### src/rtl/dcache_wb_direct.sv
// Direct-mapped, write-back, write-allocate data cache.
// Hits complete in the same cycle. A miss stalls the pipeline while a dirty
// victim is written back and the line is refilled. The request is then
// replayed as a hit from IDLE. Memory strobes, address and write data are
// registered. They change together with the state register.
module dcache_wb_direct #(
    parameter int LINES = 8,
    parameter int WORDS = 4
) (
    input  logic         clk,
    input  logic         rst,
    input  logic         proc_read,
    input  logic         proc_write,
    input  logic [29:0]  proc_addr,
    input  logic [31:0]  proc_wdata,
    output logic [31:0]  proc_rdata,
    output logic         proc_stall,
    output logic         mem_read,
    output logic         mem_write,
    output logic [27:0]  mem_addr,
    output logic [127:0] mem_wdata,
    input  logic [127:0] mem_rdata,
    input  logic         mem_ready
);

    localparam int IW        = $clog2(LINES);
    localparam int TW        = 28 - IW;
    localparam int LINE_BITS = WORDS * 32;

    typedef enum logic [1:0] {
        ST_IDLE      = 2'd0,
        ST_WRITEBACK = 2'd1,
        ST_ALLOCATE  = 2'd2
    } state_t;

    state_t                 state_r;
    logic [LINES-1:0]       valid_r;
    logic [LINES-1:0]       dirty_r;
    logic [TW-1:0]          tag_arr_r  [LINES];
    logic [LINE_BITS-1:0]   data_arr_r [LINES];

    logic                   mem_read_r;
    logic                   mem_write_r;
    logic [27:0]            mem_addr_r;
    logic [127:0]           mem_wdata_r;

    logic [IW-1:0]          idx_s;
    logic [TW-1:0]          tag_s;
    logic [1:0]             off_s;
    logic                   req_s;
    logic                   hit_s;
    logic                   wr_hit_s;
    logic [LINE_BITS-1:0]   line_s;
    logic [31:0]            word_s;
    logic [31:0]            rdata_s;
    logic                   stall_s;

    assign idx_s    = proc_addr[IW+1:2];
    assign tag_s    = proc_addr[29:IW+2];
    assign off_s    = proc_addr[1:0];
    assign req_s    = proc_read | proc_write;
    assign line_s   = data_arr_r[idx_s];
    assign word_s   = line_s[{off_s, 5'd0} +: 32];
    assign hit_s    = valid_r[idx_s] && (tag_arr_r[idx_s] == tag_s);
    // Simultaneous read and write is a write.
    assign wr_hit_s = (state_r == ST_IDLE) && proc_write && hit_s;

    // Load data and stall: hits are answered combinationally from the array.
    always_comb begin
        rdata_s = 32'd0;
        stall_s = 1'b1;
        if ((state_r == ST_IDLE) && hit_s) begin
            rdata_s = word_s;
        end else begin
            rdata_s = 32'd0;
        end
        case (state_r)
            ST_IDLE: stall_s = req_s && !hit_s;
            default: stall_s = 1'b1;
        endcase
    end

    // Control FSM with valid/dirty bits and the registered memory-side outputs.
    always_ff @(posedge clk) begin
        if (rst) begin
            state_r     <= ST_IDLE;
            valid_r     <= {LINES{1'b0}};
            dirty_r     <= {LINES{1'b0}};
            mem_read_r  <= 1'b0;
            mem_write_r <= 1'b0;
            mem_addr_r  <= 28'd0;
            mem_wdata_r <= 128'd0;
        end else begin
            case (state_r)
                ST_IDLE: begin
                    if (req_s && hit_s) begin
                        if (proc_write) begin
                            dirty_r[idx_s] <= 1'b1;
                        end
                    end else if (req_s && valid_r[idx_s] && dirty_r[idx_s]) begin
                        state_r     <= ST_WRITEBACK;
                        mem_write_r <= 1'b1;
                        mem_addr_r  <= {tag_arr_r[idx_s], idx_s};
                        mem_wdata_r <= line_s;
                    end else if (req_s) begin
                        state_r    <= ST_ALLOCATE;
                        mem_read_r <= 1'b1;
                        mem_addr_r <= {tag_s, idx_s};
                    end
                end
                ST_WRITEBACK: begin
                    if (mem_ready) begin
                        state_r     <= ST_ALLOCATE;
                        mem_write_r <= 1'b0;
                        mem_read_r  <= 1'b1;
                        mem_addr_r  <= {tag_s, idx_s};
                        mem_wdata_r <= 128'd0;
                    end
                end
                ST_ALLOCATE: begin
                    if (mem_ready) begin
                        state_r        <= ST_IDLE;
                        mem_read_r     <= 1'b0;
                        mem_addr_r     <= 28'd0;
                        valid_r[idx_s] <= 1'b1;
                        dirty_r[idx_s] <= 1'b0;
                    end
                end
                default: begin
                    state_r     <= ST_IDLE;
                    mem_read_r  <= 1'b0;
                    mem_write_r <= 1'b0;
                    mem_addr_r  <= 28'd0;
                    mem_wdata_r <= 128'd0;
                end
            endcase
        end
    end

    // Tag and data arrays: refill writes a whole line, a write hit updates one word.
    always_ff @(posedge clk) begin
        if (!rst && (state_r == ST_ALLOCATE) && mem_ready) begin
            tag_arr_r[idx_s]  <= tag_s;
            data_arr_r[idx_s] <= mem_rdata;
        end else if (!rst && wr_hit_s) begin
            data_arr_r[idx_s][{off_s, 5'd0} +: 32] <= proc_wdata;
        end
    end

    assign proc_rdata = rdata_s;
    assign proc_stall = stall_s;
    assign mem_read   = mem_read_r;
    assign mem_write  = mem_write_r;
    assign mem_addr   = mem_addr_r;
    assign mem_wdata  = mem_wdata_r;

endmodule

### config.mk
export PLATFORM = sky130hd
export DESIGN_NAME = dcache_wb_direct
export DESIGN_NICKNAME = d
export VERILOG_FILES = /design/src/rtl/dcache_wb_direct.sv
export SDC_FILE = /design/constraint.sdc
export NUM_CORES = 2
export LEC_CHECK = 0
export BUFFER_PORTS_ARGS = -buffer_cell sky130_fd_sc_hd__buf_2
export CAP_MARGIN = 20
export CORE_MARGIN = 4
export CORE_UTILIZATION = 45
export CTS_BUF_LIST = sky130_fd_sc_hd__clkbuf_8
export CTS_CLUSTER_SIZE = 24
export DETAILED_ROUTE_END_ITERATION = 6
export HOLD_SLACK_MARGIN = 0.02
export PLACE_DENSITY_LB_ADDON = 0.25
export SLEW_MARGIN = 20
export SYNTH_ARGS = -nofsm -noshare
export SYNTH_HDL_FRONTEND = slang
export SYNTH_SLANG_ARGS = --single-unit
### constraint.sdc
create_clock -name clk -period 5.96 [get_ports clk]
set_input_delay 0.298 -clock clk [delete_from_list [all_inputs] [get_ports clk]]
set_output_delay 0.298 -clock clk [all_outputs]
set_load 0.02 [all_outputs]
==> load_flow_metrics.sql <==
INSERT INTO impl_metrics (metric_group, metric, value, unit) VALUES
('layout', 'layout_commonest_cell', 'edfxtp_1', ''),
('detailed_routing', 'detail_route.iter0.violations', '5377', ''),
('placed_design', 'post-place-cells', '5750', ''),
('placed_design', 'buffer_ports.inserted', '385', ''),
('run_status', 'outcome', 'finished clean', ''),
('setup_path', 'timing.critical_path.fanout_max', '30', ''),
('detailed_routing', 'post_drt_via_cell_ratio', '6.103', ''),
('layout', 'fin_nets', '4717', ''),
('placed_design', 'routabilityCongestion', '0.8717', ''),
('clock_tree', 'cts_inserted_buffers', '223', ''),
('layout', 'layout_common_cells', 'edfxtp_1 (1224), mux2i_1 (388), buf_2 (381)', ''),
('grt', 'number_of_global_route_vias_before_repair', '36820', ''),
('layout', 'flow.area_growth_from_synthesis', '20.01', '%'),
('setup_path', 'worstPathCellList', 'mux2_2, o22ai_1, nor3_1, or4b_1, or4_4, nor4_4, buf_4, buf_4, nor2b_1, buf_2', ''),
('layout', 'nFillCells', '10350', ''),
('power_and_ir_drop', 'irDropWorstVdd', '275.1', 'uV'),
('timing', 'max_clock_freq', '202.3', 'MHz'),
('timing', 'timing_hold_violations_final', '0', ''),
('timing', 'final_max_slew_viol_count', '0', ''),
('grt', 'grt_start_max_net_pins', '88', ''),
('synth', 'synth-seq-cells', '1400', ''),
('clock_tree', 'clkSinkCount', '1400', ''),
('synth', 'ys_async_sr_fraction', '0', '%'),
('clock_tree', 'cts_htree_levels', '4', ''),
('synth', 'synthCells', '3775', ''),
('floorplanning', 'floorplan.initialDensity', '45.24', '%'),
('synth', 'yosysWarnings', '0', ''),
('floorplanning', 'core_area', '0.1256', 'mm2'),
('placed_design', 'dp_hpwl', '130000', 'um'),
('floorplanning', 'dieHeight', '363.3', 'um'),
('floorplanning', 'num_rows', '130', ''),
('grt', 'grt_first_pass_wirelength', '279700', 'um'),
('synth', 'synth_enable_flop_cells', '1224', ''),
('floorplanning', 'dieArea', '0.1320', 'mm2'),
('timing', 'setup_viol', '0', ''),
('synth', 'sequential_area_share_after_synthesis', '70.91', '%'),
('setup_path', 'r2r_slack', '1510', 'ps'),
('detailed_routing', 'routed_wirelength', '202200', 'um'),
('clock_tree', 'cts_setup_buffers', '0', ''),
('power_and_ir_drop', 'cellPowerDensity', '304.9', 'mW/mm2'),
('detailed_routing', 'drt-wirelength-per-cell', '31.77', 'um'),
('synth', 'mapped_area', '0.05680', 'mm2'),
('setup_path', 'timing.critical_path.slowest_stage_cell', 'or4_4', ''),
('job', 'drv_cap', '0', ''),
('grt', 'gr-total-overflow', '0', ''),
('timing', 'timing.setup.tns', '0', 'ps'),
('detailed_routing', 'antenna_violating_nets_post_route', '0', ''),
('timing', 'layout_worst_path_cycle_share', '82.96', '%'),
('synth', 'yosysUniqueCellTypes', '62', ''),
('setup_path', 'critical_path.endpoint_type', 'output port', ''),
('grt', 'grt_util_all_layers', '30.08', '%'),
('placed_design', 'placedInstanceArea', '0.06192', 'mm2'),
('clock_tree', 'clock_insertion_delay_worst_skew', '970', 'ps'),
('worst_hold_path', 'worst_hold_path_type', 'input pin to register', ''),
('setup_path', 'worstPathRequired', '5660', 'ps'),
('setup_path', 'crit_top_cell', 'buf_4', ''),
('clock_tree', 'clk_pin_slew', '60', 'ps'),
('power_and_ir_drop', 'leakagePower', '25.69', 'nW'),
('timing', 'timing_worst_slew_pin_value', '1211', 'ps'),
('detailed_routing', 'residual_drc_count', '0', ''),
('timing', 'clock-skew-final', '54.22', 'ps'),
('grt', 'grt_antenna_before_repair', '18', ''),
('clock_tree', 'cts_tree', 'yes', ''),
('synth', 'synthesis.area_per_instance', '15.05', 'um2'),
('layout', 'drive_gt1_share', '24.16', '%'),
('floorplanning', 'floorplan.io_pins', '386', ''),
('clock_tree', 'clk_root_buffer_cell', 'clkbuf_8', ''),
('setup_path', 'cp_data_arrival_time', '4650', 'ps'),
('floorplanning', 'floorplan.die.width', '363.3', 'um'),
('timing', 'timing.slew.headroom', '19.24', '%'),
('synth', 'syn-num-nets', '3975', ''),
('setup_path', 'cpPeakStageDelay', '550', 'ps'),
('setup_path', 'startpoint_type', 'register', ''),
('synth', 'synth_ff_type', 'edfxtp_1', ''),
('layout', 'layoutNonFillerInstCount', '6367', ''),
('clock_tree', 'clk_path_buf_depth', '3', ''),
('setup_path', 'critPathKind', 'register to output port', ''),
('detailed_routing', 'vias', '38860', ''),
('timing', 'period_minus_slack', '4944', 'ps'),
('layout', 'finish.instance_area', '0.06817', 'mm2'),
('timing', 'grt_setup_unrepaired', 'no', ''),
('detailed_routing', 'drt_first_pass_iters', '6', '');
[critical path: cells and delay by family, from the launching register on]
family / cells / cell delay (ps)
and+or+nand+nor: 5 / 1760
buffers and inverters: 3 / 1060
muxes: 1 / 260
AOI/OAI and AO/OA: 1 / 250
DFF: 1 / 360
[area by class of cell]
type | count | area [um2] | share of cell area (%)
diodes | 10 | 25.02 | 0.03671
multi-input cells | 1984 | 15350 | 22.52
flip-flops and latches | 1400 | 40280 | 59.09
clock buffers | 233 | 3207 | 4.704
inverters | 144 | 543.0 | 0.7966
clock inverters | 182 | 1095 | 1.606
well taps | 1650 | 2064 | 3.029
repair buffers | 764 | 5603 | 8.219
[registers in the layout, summed over array words and instances, names as in the netlist, named ones only]
name	flops
data_arr_r	1024
tag_arr_r	200
mem_wdata	128
mem_addr	28
valid_r	8
state_r	2
mem_read	1
mem_write	1
[worst paths after layout]
path,startpoint,cells past startpoint,end
max,tag_arr_r[4][4],10,proc_rdata[20]
min,mem_rdata[110],3,data_arr_r[2][110]
max reg2reg,tag_arr_r[4][4],11,data_arr_r[5][9]
min reg2reg,valid_r[6],1,valid_r[6]
[where the power goes]
part / leakage [nW] / switching, mW / total, mW / internal [mW]
registers: 12.4 / 0.0512 / 10.8 / 10.8
logic: 10.8 / 1.36 / 2.00 / 0.638
clock network: 2.45 / 3.88 / 7.95 / 4.08
[cell usage after synthesis (46+ instances only)]
cell type / number / area share (%)
a21oi_1: 118 / 1.0
a221oi_1: 98 / 1.5
buf_2: 71 / 0.63
mux4_2: 46 / 1.8
mux2i_1: 388 / 6.8
nor2_1: 155 / 1.0
mux2_2: 143 / 2.8
dfxtp_1: 176 / 6.2
inv_1: 141 / 0.93
o22ai_1: 49 / 0.54
a22oi_1: 203 / 2.7
clkbuf_1: 115 / 0.76
edfxtp_1: 1224 / 65
nand2_1: 348 / 2.3
nor2b_1: 80 / 0.88
[repair_timing]
action / CTS / global route
resized for setup: 0 / 0
hold buffers: 191 / 0
endpoints found under the hold margin: 1171 / 0
[metrics by stage]
step | total power [mW] | hold WS, ps | util, % | setup WS, ps
floorplan | 12.00 | 396.9 | - | 1029
global placement | 12.88 | 431.8 | 49.30 | 1092
detailed placement | 12.89 | 443.3 | 49.31 | 1056
CTS | 20.81 | 21.16 | 54.26 | 935.2
global route | 21.41 | 85.21 | 54.27 | 797.4
finish | 20.79 | 109.9 | 54.29 | 1016
[logic make-up after synthesis]
logic type      count (synthesis)  synth area share [%]
buf+inv                       391                 3.071
flops                        1400                 70.91
compound gates                646                 8.139
xor+xnor                        9                0.1388
mux                           587                 11.69
simple gates                  737                 5.936
fa+ha+maj                       5                0.1101
[layer usage]
metal  global-route usage [%]  up-vias  part of all wire [%]  routed length, um
li1                         -    16020                     -                  -
met1                    42.51    19580                    39              79390
met2                    44.17     2802                    43              87790
met3                    8.434      435                    13              26630
met4                    11.97       12                   4.1               8356
met5                        0        -                 0.037                 75
(Power assumes the default switching activity.)
